===== src/rtl/audio_mix_pkg.sv =====
// Shared types and constants for the audio mix sequencer.
package audio_mix_pkg;

  localparam int unsigned SampleDivDefault = 250;
  localparam int unsigned SampleDivMin     = 12;
  localparam int unsigned SampleDivMax     = 4095;
  localparam int unsigned DivW             = 12;
  // Four full-scale 16-bit terms need two guard bits.
  localparam int unsigned AccW             = 18;

  // Source positions: bit index into src_en and the order of the add sequence.
  localparam logic [1:0] SrcAudio1 = 2'd0;
  localparam logic [1:0] SrcAudio2 = 2'd1;
  localparam logic [1:0] SrcSpeech = 2'd2;
  localparam logic [1:0] SrcYm     = 2'd3;

  typedef enum logic [2:0] {
    StIdle,
    StLatch,
    StAddL,
    StAddR,
    StSat,
    StOut
  } state_e;

  // Offset-binary 8-bit DAC code to signed 16-bit full scale.
  function automatic logic [15:0] dac_to_signed(input logic [7:0] code);
    return {code, 8'h00} ^ 16'h8000;
  endfunction

endpackage


===== src/rtl/audio_mix_sat.sv =====
// Attenuate (arithmetic shift) and clamp both channel sums to 16-bit signed.
module audio_mix_sat
  import audio_mix_pkg::*;
(
  input  logic [AccW-1:0] sum_l_i,
  input  logic [AccW-1:0] sum_r_i,
  input  logic [1:0]      att_i,
  input  logic            mute_i,
  output logic [15:0]     sat_l_o,
  output logic [15:0]     sat_r_o
);

  function automatic logic [15:0] shift_clamp(input logic [AccW-1:0] sum,
                                              input logic [1:0]      att,
                                              input logic            mute);
    logic signed [AccW-1:0] shifted;
    shifted = $signed(sum) >>> att;
    if (mute) return 16'h0000;
    if (shifted > 18'sd32767) return 16'h7FFF;
    if (shifted < -18'sd32768) return 16'h8000;
    return shifted[15:0];
  endfunction

  // Same shift/clamp datapath applied to both channels.
  always_comb begin
    sat_l_o = shift_clamp(sum_l_i, att_i, mute_i);
    sat_r_o = shift_clamp(sum_r_i, att_i, mute_i);
  end

endmodule


===== src/rtl/audio_mix_sequencer.sv =====
// Four-source stereo mixer: one shared adder walks the sources serially per sample.
module audio_mix_sequencer
  import audio_mix_pkg::*;
#(
  parameter int unsigned SAMPLE_DIV = SampleDivDefault
) (
  input  logic        clk_sys,
  input  logic        reset,
  input  logic [7:0]  audio_1,
  input  logic [7:0]  audio_2,
  input  logic [15:0] speech,
  input  logic [15:0] ym_left,
  input  logic [15:0] ym_right,
  input  logic [3:0]  src_en,
  input  logic [1:0]  att,
  input  logic        mute,
  output logic [15:0] out_l,
  output logic [15:0] out_r,
  output logic        out_valid
);

  localparam logic [DivW-1:0] DivLast = DivW'(SAMPLE_DIV - 1);

  logic [DivW-1:0] div_q;
  logic            tick;
  state_e          state_q;
  logic [1:0]      step_q;
  logic [7:0]      a1_q, a2_q;
  logic [15:0]     sp_q, yl_q, yr_q;
  logic [3:0]      en_q;
  logic [1:0]      att_q;
  logic            mute_q;
  logic [AccW-1:0] acc_q, hold_l_q, sum;
  logic [15:0]     term, sat_l, sat_r, out_l_q, out_r_q;
  logic            out_valid_q;

  assign tick = (div_q == DivLast);

  // Free-running sample-rate divider.
  always_ff @(posedge clk_sys) begin
    if (reset || tick) div_q <= '0;
    else               div_q <= div_q + 1'b1;
  end

  // Select the term for the current add step; disabled sources add zero.
  always_comb begin
    term = 16'h0000;
    unique case (step_q)
      SrcAudio1: if (en_q[SrcAudio1]) term = dac_to_signed(a1_q);
      SrcAudio2: if (en_q[SrcAudio2]) term = dac_to_signed(a2_q);
      SrcSpeech: if (en_q[SrcSpeech]) term = sp_q ^ 16'h8000;
      SrcYm:     if (en_q[SrcYm])     term = (state_q == StAddR) ? yr_q : yl_q;
    endcase
    sum = acc_q + {{(AccW-16){term[15]}}, term};
  end

  audio_mix_sat u_sat (
    .sum_l_i (hold_l_q),
    .sum_r_i (acc_q),
    .att_i   (att_q),
    .mute_i  (mute_q),
    .sat_l_o (sat_l),
    .sat_r_o (sat_r)
  );

  // Sample sequencer: latch, accumulate left then right, saturate, publish.
  always_ff @(posedge clk_sys) begin
    if (reset) begin
      state_q     <= StIdle;
      step_q      <= '0;
      a1_q        <= '0;
      a2_q        <= '0;
      sp_q        <= '0;
      yl_q        <= '0;
      yr_q        <= '0;
      en_q        <= '0;
      att_q       <= '0;
      mute_q      <= 1'b0;
      acc_q       <= '0;
      hold_l_q    <= '0;
      out_l_q     <= '0;
      out_r_q     <= '0;
      out_valid_q <= 1'b0;
    end else begin
      out_valid_q <= 1'b0;
      unique case (state_q)
        StIdle: if (tick) state_q <= StLatch;
        StLatch: begin
          a1_q    <= audio_1;
          a2_q    <= audio_2;
          sp_q    <= speech;
          yl_q    <= ym_left;
          yr_q    <= ym_right;
          en_q    <= src_en;
          att_q   <= att;
          mute_q  <= mute;
          acc_q   <= '0;
          step_q  <= '0;
          state_q <= StAddL;
        end
        StAddL: begin
          step_q <= step_q + 2'd1;
          if (step_q == SrcYm) begin
            // Park the left sum so the adder can start on the right channel.
            hold_l_q <= sum;
            acc_q    <= '0;
            state_q  <= StAddR;
          end else begin
            acc_q <= sum;
          end
        end
        StAddR: begin
          step_q <= step_q + 2'd1;
          acc_q  <= sum;
          if (step_q == SrcYm) state_q <= StSat;
        end
        StSat: begin
          out_l_q     <= sat_l;
          out_r_q     <= sat_r;
          out_valid_q <= 1'b1;
          state_q     <= StOut;
        end
        StOut:   state_q <= StIdle;
        default: state_q <= StIdle;
      endcase
    end
  end

  assign out_l     = out_l_q;
  assign out_r     = out_r_q;
  assign out_valid = out_valid_q;

  // A divider outside its legal range would let ticks overrun the sequence.
  a_div_range: assert property (@(posedge clk_sys)
    (SAMPLE_DIV >= SampleDivMin) && (SAMPLE_DIV <= SampleDivMax));
  a_tick_idle: assert property (@(posedge clk_sys) disable iff (reset)
    tick |-> (state_q == StIdle));

endmodule

===== config.mk =====
export PLATFORM = sky130hd
export DESIGN_NAME = audio_mix_sequencer
export DESIGN_NICKNAME = d
export VERILOG_FILES = /design/src/rtl/audio_mix_pkg.sv /design/src/rtl/audio_mix_sat.sv /design/src/rtl/audio_mix_sequencer.sv
export SDC_FILE = /design/constraint.sdc
export NUM_CORES = 1
export LEC_CHECK = 0
export ABC_CLOCK_PERIOD_IN_PS = 10200
export CAP_MARGIN = 10
export CORE_AREA = 2 2 182 131
export CTS_CLUSTER_DIAMETER = 200
export DETAILED_ROUTE_END_ITERATION = 8
export DIE_AREA = 0 0 184 133
export PLACE_DENSITY = 0.65
export RECOVER_POWER = 50
export SLEW_MARGIN = 10
export SYNTH_ARGS = -nofsm -noshare
export SYNTH_HDL_FRONTEND = slang
export SYNTH_SLANG_ARGS = --single-unit

===== constraint.sdc =====
create_clock -name clk_sys -period 10.2 [get_ports clk_sys]
set_input_delay 2.04 -clock clk_sys [delete_from_list [all_inputs] [get_ports clk_sys]]
set_output_delay 2.04 -clock clk_sys [all_outputs]
set_load 0.03 [all_outputs]

-- Yosys cells after proc, flatten, opt, wreduce, memory -nomap -nowiden
Cells that the tools add are included.
Widths: inputs -> output; s select.
- bits in registers: 157
- input bits: 73
- output and inout port bits: 33
- reduce and logical (&&, ||, !) cells: 8
- equal/unequal tests: 11
- shifts and indexed selects: 2
- bitwise operators: 3
- $lt $le $gt $ge: 4
- multiplexer cells: 36
- add/subtract/negate cells: 3
- operator list (cell ; number):
    $mux 16 ; 16
    $pmux 16 s4 ; 1
    $pmux 18 s3 ; 1
    $gt 18x16->1 const B ; 2
    $lt 18x16->1 const B ; 2
    $sshr 18x2->18 ; 2
    $add 18x18->18 ; 1
    $mux 18 ; 1
    $pmux 3 s5 ; 1
    $add 12x1->12 const B ; 1
    $eq 12x8->1 const B ; 1
    $mux 1 ; 12
    $mux 3 ; 3
    $eq 3x2->1 const B ; 2
    $eq 2x2->1 const B ; 2
    $ne 2x2->1 const B ; 2
    $pmux 2 s2 ; 1
    $eq 3x1->1 const B ; 1
    $eq 3x3->1 const B ; 1
    $logic_not 3->1 ; 1
    $not 1->1 ; 3
    $reduce_and 3->1 ; 1
    $reduce_bool 3->1 ; 1
    $add 2x1->2 const B ; 1
    7 further kinds ; 7

-- Logic depth before layout (Yosys ltp)
Gate-level depths: netlist of the first run.
- depth after elaboration: 9
- mapped depth: 18
- gate-level depth less buffers: 15

-- Cells and area by module
From an unflattened synthesis of the first run, not the netlist that was laid out.
- cell total of the unflattened synthesis: 1023
- area total of the unflattened synthesis: 8050.2 um2
- by module, submodules not included (module ; area an instance (um2) ; seq. area each (um2) ; times used ; cells an instance):
    audio_mix_sequencer ; 6864.1 ; 3143.0 ; 1 ; 887
    audio_mix_sat ; 1186.1 ; 0.0 ; 1 ; 136

-- Least setup slack after synthesis of the first run
No wires, ideal clock.
- kind: register to register
- start: reg step_q[0]
- end: reg acc_q[14]
- slack: 6.917 ns
- stages on the path, launching flop included: 18
- path buffers: 2
- arrival: 3.166 ns
- data required time: 10.083 ns
- setup time: 0.117 ns
- cell sequence: dfxtp_1 > inv_1 > ha_1 > and2_1 > clkbuf_1 > clkbuf_1 > a21oi_1 > nor2_1 > ha_1 > inv_1 > fa_1 > nor2b_4 > o2111a_1 > o31ai_2 > a21oi_1 > or4_1 > nor2b_1 > a22o_1
- word-level cells in the longest chain between the ends: 5
- elaborated cells between the ends (all ways): 8
- classes of those cells: add/sub (1); eq/ne (3); mux (3); reduce/logical (1)
- ends and longest elaborated chain (what ; RTL line ; text):
    start: declaration ; audio_mix_sequencer.sv:27 ; logic [1:0] step_q;
    start signal: assignment ; audio_mix_sequencer.sv:102 ; step_q <= step_q + 2'd1;
    start signal: assignment ; audio_mix_sequencer.sv:113 ; step_q <= step_q + 2'd1;
    $eq 2x2->1, or another cell as far along ; audio_mix_sequencer.sv:48, audio_mix_sequencer.sv:103 ;
    $pmux 16 s4 ; audio_mix_sequencer.sv:48 ; unique case (step_q)
    $add 18x18->18 ; audio_mix_sequencer.sv:54 ; sum = acc_q + {{(AccW-16){term[15]}}, term};
    $mux 18 ; audio_mix_sequencer.sv:103 ; if (step_q == SrcYm) begin
    $pmux 18 s3 * ; audio_mix_sequencer.sv:86 ; unique case (state_q)
    end signal: assignment ; audio_mix_sequencer.sv:109 ; acc_q <= sum;
    end signal: assignment ; audio_mix_sequencer.sv:114 ; acc_q <= sum;
    end: declaration ; audio_mix_sequencer.sv:33 ; logic [AccW-1:0] acc_q, hold_l_q, sum;
Mark *: on every way between the ends. The rest lies on a longest branch, timed or not.
A chain may end at the register's enable or synchronous reset.

-- Worst setup path after layout of the first run
- start: in reset
- end: reg div_q[7]
- word-level cells in the longest chain between the ends: 1
- ends and longest elaborated chain (what ; RTL line ; text):
    start: declaration ; audio_mix_sequencer.sv:8 ; input logic reset,
    $logic_or 1x1->1 ; audio_mix_sequencer.sv:41 ; if (reset || tick) div_q <= '0;
    end signal: assignment ; audio_mix_sequencer.sv:42 ; else div_q <= div_q + 1'b1;
    end: declaration ; audio_mix_sequencer.sv:24 ; logic [DivW-1:0] div_q;
Every way passes these cells.

==> results of run 1 <==
[cell usage after synthesis (11+ instances only)]
library cell / number
o21ai_0: 24
a21oi_1: 134
dfxtp_1: 157
mux2_2: 29
nor3_1: 12
xnor2_1: 12
a22oi_1: 34
clkbuf_1: 69
nand2_1: 213
nor2_1: 83
inv_1: 12
xor2_1: 11
nand3_1: 24
ha_1: 23
a221o_1: 26
[kinds of logic (layout without fill, tap and decap cells)]
group	Yosys count	count (layout)	share of synthesized area
AND/OR/NAND/NOR	385	385	0.2142
AO/OA/AOI/OAI	274	274	0.2305
flip-flops	157	157	0.4015
buffers and inverters	88	156	0.04379
multiplexers	30	30	0.04299
adder cells (fa/ha/maj)	24	24	0.03932
XOR/XNOR	24	24	0.02781
[worst max-delay path: stages]
cell and delay (ns):
clkbuf_1 2.02, buf_4 0.90, or2_2 0.37, nor2_1 0.08
[layer usage]
metal  vias up  part of all wire  GRT usage
li1       3556                 -          -
met1      3283              0.50     0.2461
met2       156              0.44     0.2604
met3        15             0.059    0.04046
met4         0            0.0081    0.04356
met5         -                 0          0
[sequential cells by signal, indices dropped and copies added, names as in the netlist, 2 cells and up]
signal	cells
step_q	2
a1_q	8
out_r	16
yr_q	16
hold_l_q	18
en_q	4
a2_q	8
sp_q	16
state_q	3
div_q	12
acc_q	18
yl_q	16
out_l	16
att_q	2
[power groups by stage]
| stage | clock (uW) | combinational, uW | sequential [uW] |
|---|---|---|---|
| 3_5_place_dp | 0 | 41.5 | 629 |
| 5_1_grt | 723 | 44.6 | 615 |
| 6_report | 686 | 41.5 | 615 |
| 3_3_place_gp | 0 | 41.4 | 629 |
| 2_1_floorplan | 0 | 11.4 | 628 |
| 4_1_cts | 694 | 41.8 | 615 |
[worst min-delay path by stage]
stage | start | end | slack (ns) | depth (start not counted)
after detailed placement | yl_q[9] | yl_q[9] | 0.45 | 2
final | out_l[13] | out_l[13] | 0.45 | 2
after global routing | sp_q[12] | sp_q[12] | 0.47 | 2
after floorplan | div_q[0] | div_q[0] | 0.43 | 1
after global placement | div_q[0] | div_q[0] | 0.44 | 1
after CTS | sp_q[12] | sp_q[12] | 0.46 | 2
[per-stage QoR]
stage	instances	setup WS [ns]	utilization	total power [uW]
6_report	1344	5.003	0.4204	1342
5_1_grt	1344	4.710	0.4204	1383
4_1_cts	1344	6.506	0.4203	1351
3_5_place_dp	1313	6.244	0.3930	670.2
3_3_place_gp	1313	6.264	0.3930	670.0
2_1_floorplan	982	6.917	-	639.8
[layout make-up]
cell class	count	area, um2
Clock buffer	26	499.2
Clock inverter	5	128.9
Fill cell	2285	13290
Timing Repair Buffer	113	1105
Sequential cell	157	3143
Multi-Input combinational cell	737	4353
Tap cell	294	367.9
Inverter	12	45.04
==> results.txt, run 1 <==
Share of the synthesized area in the top cell type - 0.4015
RSZ-0062 raised after global routing - no
Clock Pin Slew Worst Setup and Hold Paths - 0.06 ns
Placer Congestion - 0.8706
Routed wire length - 20.82 mm
Total congestion overflow - 0
Full die area - 24470 um2
Clock buffers created by TritonCTS - 17
Core Region - 22930 um2
Fraction of layout cells with a size suffix above 1 - 0.07714
DR vias/cell - 5.216
Latest clock arrival within the worst-skew pair - 0.43 ns
Kind of critical path - primary input to flop
Outcome - finished, violations left
Final Hold Viols - 0
Slew headroom - -0.9481
Via count - 7010
Final worst path period need - 5.197 ns
Endpoints failing setup - 0
R2r worst-path depth - 14
Max Freq - 192.4 MHz
FF-to-FF End - hold_l_q[12]
Clk root buf - clkbuf_16
Sequential area share after synthesis - 0.4015
Post-synth top area cell - dfxtp_1
Synth unique cells - 63
Clock skew - 0.01412 ns
Mapped cell area - 7829 um2
Syn nets - 1079
H-Tree Depth - 4
Maximum vdd drop - 0.0001049 V
DP Wirelength - 14.65 mm
Setup Buffers After CTS - 0
DRC - 0
First-pass GRT wire length - 33.75 mm
Sw Ratio - 0.1986
Crit path DAT - 5.51 ns
Leak Pwr - 0.003346 uW
WL/cell - 15.49 um
Worst Hold Class - flop to flop
Combinational share of power - 0.031
Vias in the first global route - 6543
Design Area, Final - 9642 um2
Sequential Power Share - 0.458
Power Density - 139.2 nW/um2
Antenna viol nets, final - 0
Clk network pwr share - 0.511
Register bit total from synthesis - 157
Post-synth EDFFs - 0
CP endpoint kind - flop
Area after DPL - 9012 um2
Synth top area cells - dfxtp_1 40%, nand2_1 10%, a21oi_1 8.6%, mux2_2 4.2%, nor2_1 4.0%
Synth warn - 0
Commonest non-fill, non-tap cell in the layout - nand2_1
Fin nets - 1135
Predominant post-synthesis flop cell - dfxtp_1
Total global-route track usage - 0.1722
CTS Buffer Depth - 2
Fin crit share - 0.5095
Synth Area per Inst - 7.972 um2
DIE WIDTH - 184 um
CTS Hold Bufs - 0
Die Y - 133 um
Diode count - 0
TritonCTS clock tree - done
Layout area overhead - 23.16%
Crit path from - reset
Required time worst endpoint - 10.51 ns
Max Cap Viol - 1
Largest fanout on the critical path - 78
R2r startpoint - step_q[0]
IO Port Bufs - 105
Gate Count Post-Synth - 982
Total iterations of the first detailed-routing run - 5
Initial cell density of the core - 0.3414
IO Pins - 106
Async S/R FF share, synth - 0
Failing checks - capacitance limit, slew limit
Initial antenna violation count - 0
CTS Sinks - 157
Startpoint types - primary input
Largest net degree at the start of global routing - 79
Worst Max-Slew Pin Slew - 2.922 ns
Psw - 266.6 uW
Worst setup path end - div_q[7]
Power Internal - 1076 uW
Cell row count - 47
Most frequent cells in the layout - 213 x nand2_1, 157 x dfxtp_1, 134 x a21oi_1, 104 x clkdlybuf4s50_1, 83 x nor2_1
Setup TNS Final - 0 ns
1st-iter DRT viols - 539
Setup slack, reg-to-reg - 6.50 ns
Max-slew violations - 71
# resized after CTS - 0
Final hold slack - 0.4548 ns
No activity file was read; power rests on OpenSTA's default activity.
==> inputs of run 2 (changes only) <==
--- a/config.mk
+++ b/config.mk
@@ -5,13 +5,13 @@
 export SDC_FILE = /design/constraint.sdc
 export NUM_CORES = 1
 export LEC_CHECK = 0
-export ABC_CLOCK_PERIOD_IN_PS = 10200
+export ABC_CLOCK_PERIOD_IN_PS = 4700
 export CAP_MARGIN = 10
 export CORE_AREA = 2 2 182 131
 export CTS_CLUSTER_DIAMETER = 200
 export DETAILED_ROUTE_END_ITERATION = 8
 export DIE_AREA = 0 0 184 133
-export PLACE_DENSITY = 0.65
+export PLACE_DENSITY = 0.67
 export RECOVER_POWER = 50
 export SLEW_MARGIN = 10
 export SYNTH_ARGS = -nofsm -noshare
==> constraint.sdc (replaced) <==
create_clock -name clk_sys -period 4.7 [get_ports clk_sys]
set_input_delay 0.94 -clock clk_sys [delete_from_list [all_inputs] [get_ports clk_sys]]
set_output_delay 0.94 -clock clk_sys [all_outputs]
set_load 0.03 [all_outputs]
==> run 2 against run 1 <==
Against the previous run:
- the run still ends with capacitance limit, slew limit left
- sequential share of layout area is 0.18 points higher
- non-clock buffer count is 2 higher
- worst setup slack worse by 4.2 ns
- clock power is 94% higher
- critical endpoint is now state_q[1]
- largest power group is now sequential cells
==> results.txt, run 2 (same netlist as run 1, synthesis figures left out) <==
Outcome - finished, violations left
Failing checks - capacitance limit, slew limit
Total global-route track usage - 0.1760 (+0.003803)
R2r startpoint - step_q[0]
Setup slack, reg-to-reg - 1.08 ns (-5.42 ns)
Biggest regs - acc_q (18), hold_l_q (18)
Combinational share of power - 0.033 (+0.002)
DP Wirelength - 15.25 mm (+4.1%)
# resized after CTS - 0 (unchanged)
Psw - 627.2 uW (+140%)
Max-slew violations - 61 (-14%)
R2r worst-path depth - 15 (+1)
Power Internal - 2127 uW (+98%)
Total iterations of the first detailed-routing run - 5 (unchanged)
Layout area overhead - 22.47%
Commonest non-fill, non-tap cell in the layout - nand2_1
Maximum vdd drop - 0.0002203 V (+110%)
CTS Buffer Depth - 2 (unchanged)
Placer Congestion - 0.9391 (+7.9%)
Storage cell area - 3143 um2 (unchanged)
Fin crit share - 0.8270
1st-iter DRT viols - 579 (+7.4%)
Slowest stage cell, crit path - clkbuf_1
CP endpoint kind - flop
Core Region - 22930 um2 (unchanged)
Max Cap Viol - 1 (unchanged)
Kind of critical path - primary input to flop
Crit path DAT - 4.15 ns (-1.36 ns)
CTS Sinks - 157 (unchanged)
Hold Path Sink - out_r[13]
Full die area - 24470 um2 (unchanged)
Fin nets - 1137 (+0.18%)
Final Util - 0.4181 (-0.002346)
Cell row count - 47 (unchanged)
Final hold slack - 0.4539 ns (-0.0009050 ns)
FF-to-FF End - acc_q[14]
IO Pins - 106 (unchanged)
Startpoint types - primary input
IO Port Bufs - 105 (unchanged)
WL/cell - 15.62 um (+0.85%)
Clock Pin Slew Worst Setup and Hold Paths - 0.06 ns (about the same)
Clk network pwr share - 0.483 (-0.028)
Final worst path period need - 3.887 ns
DRC - 0 (unchanged)
Most frequent cells in the layout - 213 x nand2_1, 157 x dfxtp_1, 134 x a21oi_1, 104 x clkdlybuf4s50_1, 83 x nor2_1
Worst hold start - out_r[13]
Clk root buf - clkbuf_16
Hold path depth - 2 (unchanged)
Sw Ratio - 0.2278 (+0.02916)
Required time worst endpoint - 4.96 ns (-5.55 ns)
Crit path cell chain - clkbuf_1 > clkbuf_2 > a311oi_1
Sequential Power Share - 0.484 (+0.026)
First-pass GRT wire length - 34.18 mm (+1.3%)
Setup TNS Final - 0 ns (unchanged)
Largest fanout on the critical path - 60 (-23%)
Antenna viol nets, final - 0 (unchanged)
Leak Pwr - 0.003318 uW (-0.84%)
Clock buffers created by TritonCTS - 17 (unchanged)
H-Tree Depth - 4 (unchanged)
Worst Max-Slew Pin Slew - 2.841 ns (-0.08122 ns)
Vias in the first global route - 6495 (-0.73%)
Total congestion overflow - 0 (unchanged)
Largest net degree at the start of global routing - 72 (-8.9%)
Endpoints failing setup - 0 (unchanged)
Diode count - 0 (unchanged)
Setup Buffers After CTS - 0 (unchanged)
Power Density - 287.2 nW/um2 (+110%)
Design Area, Final - 9588 um2 (-0.56%)
Max Freq - 257.3 MHz
Area after DPL - 9027 um2 (+0.17%)
Max incr delay on CP - 1.98 ns (-0.04 ns)
DIE WIDTH - 184 um (unchanged)
Worst Hold Class - flop to flop
Die Y - 133 um (unchanged)
CTS Hold Bufs - 0 (unchanged)
TritonCTS clock tree - done
Routed wire length - 21.04 mm (+1.1%)
Initial antenna violation count - 0 (unchanged)
Latest clock arrival within the worst-skew pair - 0.44 ns (about the same)
Multi-input logic area - 4353 um2 (unchanged)
DR vias/cell - 5.273 (+1.1%)
RSZ-0062 raised after global routing - no
Fraction of layout cells with a size suffix above 1 - 0.08262 (+0.005478)
Via count - 7103 (+1.3%)
Fillers - 2334 (+2.1%)
Slew headroom - -0.8939 (+0.05414)
Final Hold Viols - 0 (unchanged)
Initial cell density of the core - 0.3414 (unchanged)
Clock skew - 0.01509 ns (+0.0009636 ns)
-- run 2: cell count changes in the layout (fill, tap and decap cells not counted), sizes merged --
cell | before | now
clkbuf | 27 | 21
inv | 12 | 17
clkinv | 1 | 5
bufinv | 4 | 1
clkinvlp | 0 | 3
-- run 2: final cells by class --
type	instances	share of cell area
clock buffers	18	0.04476
clock inverters	14	0.01409
multi-input cells	737	0.4540
flip-flops and latches	157	0.3278
inverters	12	0.004698
repair buffers	115	0.1163
well taps	294	0.03837
-- run 2: per-stage QoR --
| step | power, uW | setup slack [ns] | cells |
|---|---|---|---|
| 6_report | 2754 | 0.8129 | 1347 |
| 5_1_grt | 2844 | 0.5184 | 1347 |
| 4_1_cts | 2786 | 1.139 | 1347 |
| 3_5_place_dp | 1456 | 1.169 | 1315 |
| 3_3_place_gp | 1456 | 1.297 | 1315 |
| 2_1_floorplan | 1389 | 1.417 | 982 |
-- run 2: worst max-delay path, delay by kind of cell --
family                 cells  cell delay [ns]
buffers and inverters      2             3.08
AOI/OAI and AO/OA          1             0.11
-- run 2: power groups by stage --
stage	Clock (uW)	Sequential, uW	Combinational [uW]
3_3_place_gp	0	1360	91.4
5_1_grt	1410	1330	98.1
2_1_floorplan	0	1360	24.7
6_report	1330	1330	90.4
4_1_cts	1360	1330	91.8
3_5_place_dp	0	1360	91.3
-- run 2: per-layer routing --
layer  global-route usage  routed length [um]
met1               0.2482               10450
met2               0.2686                9340
met3              0.04266                1056
met4              0.04622                 190
met5                    0                   0
-- run 2: worst max path at each step --
stage	from	endpoint	slack, ns	cells past startpoint
2_1_floorplan	step_q[0]	acc_q[14]	1.42	17
3_3_place_gp	step_q[0]	acc_q[14]	1.30	15
3_5_place_dp	step_q[0]	acc_q[14]	1.17	15
4_1_cts	step_q[0]	acc_q[14]	1.14	15
5_1_grt	reset	step_q[0]	0.52	3
6_report	reset	state_q[1]	0.81	3
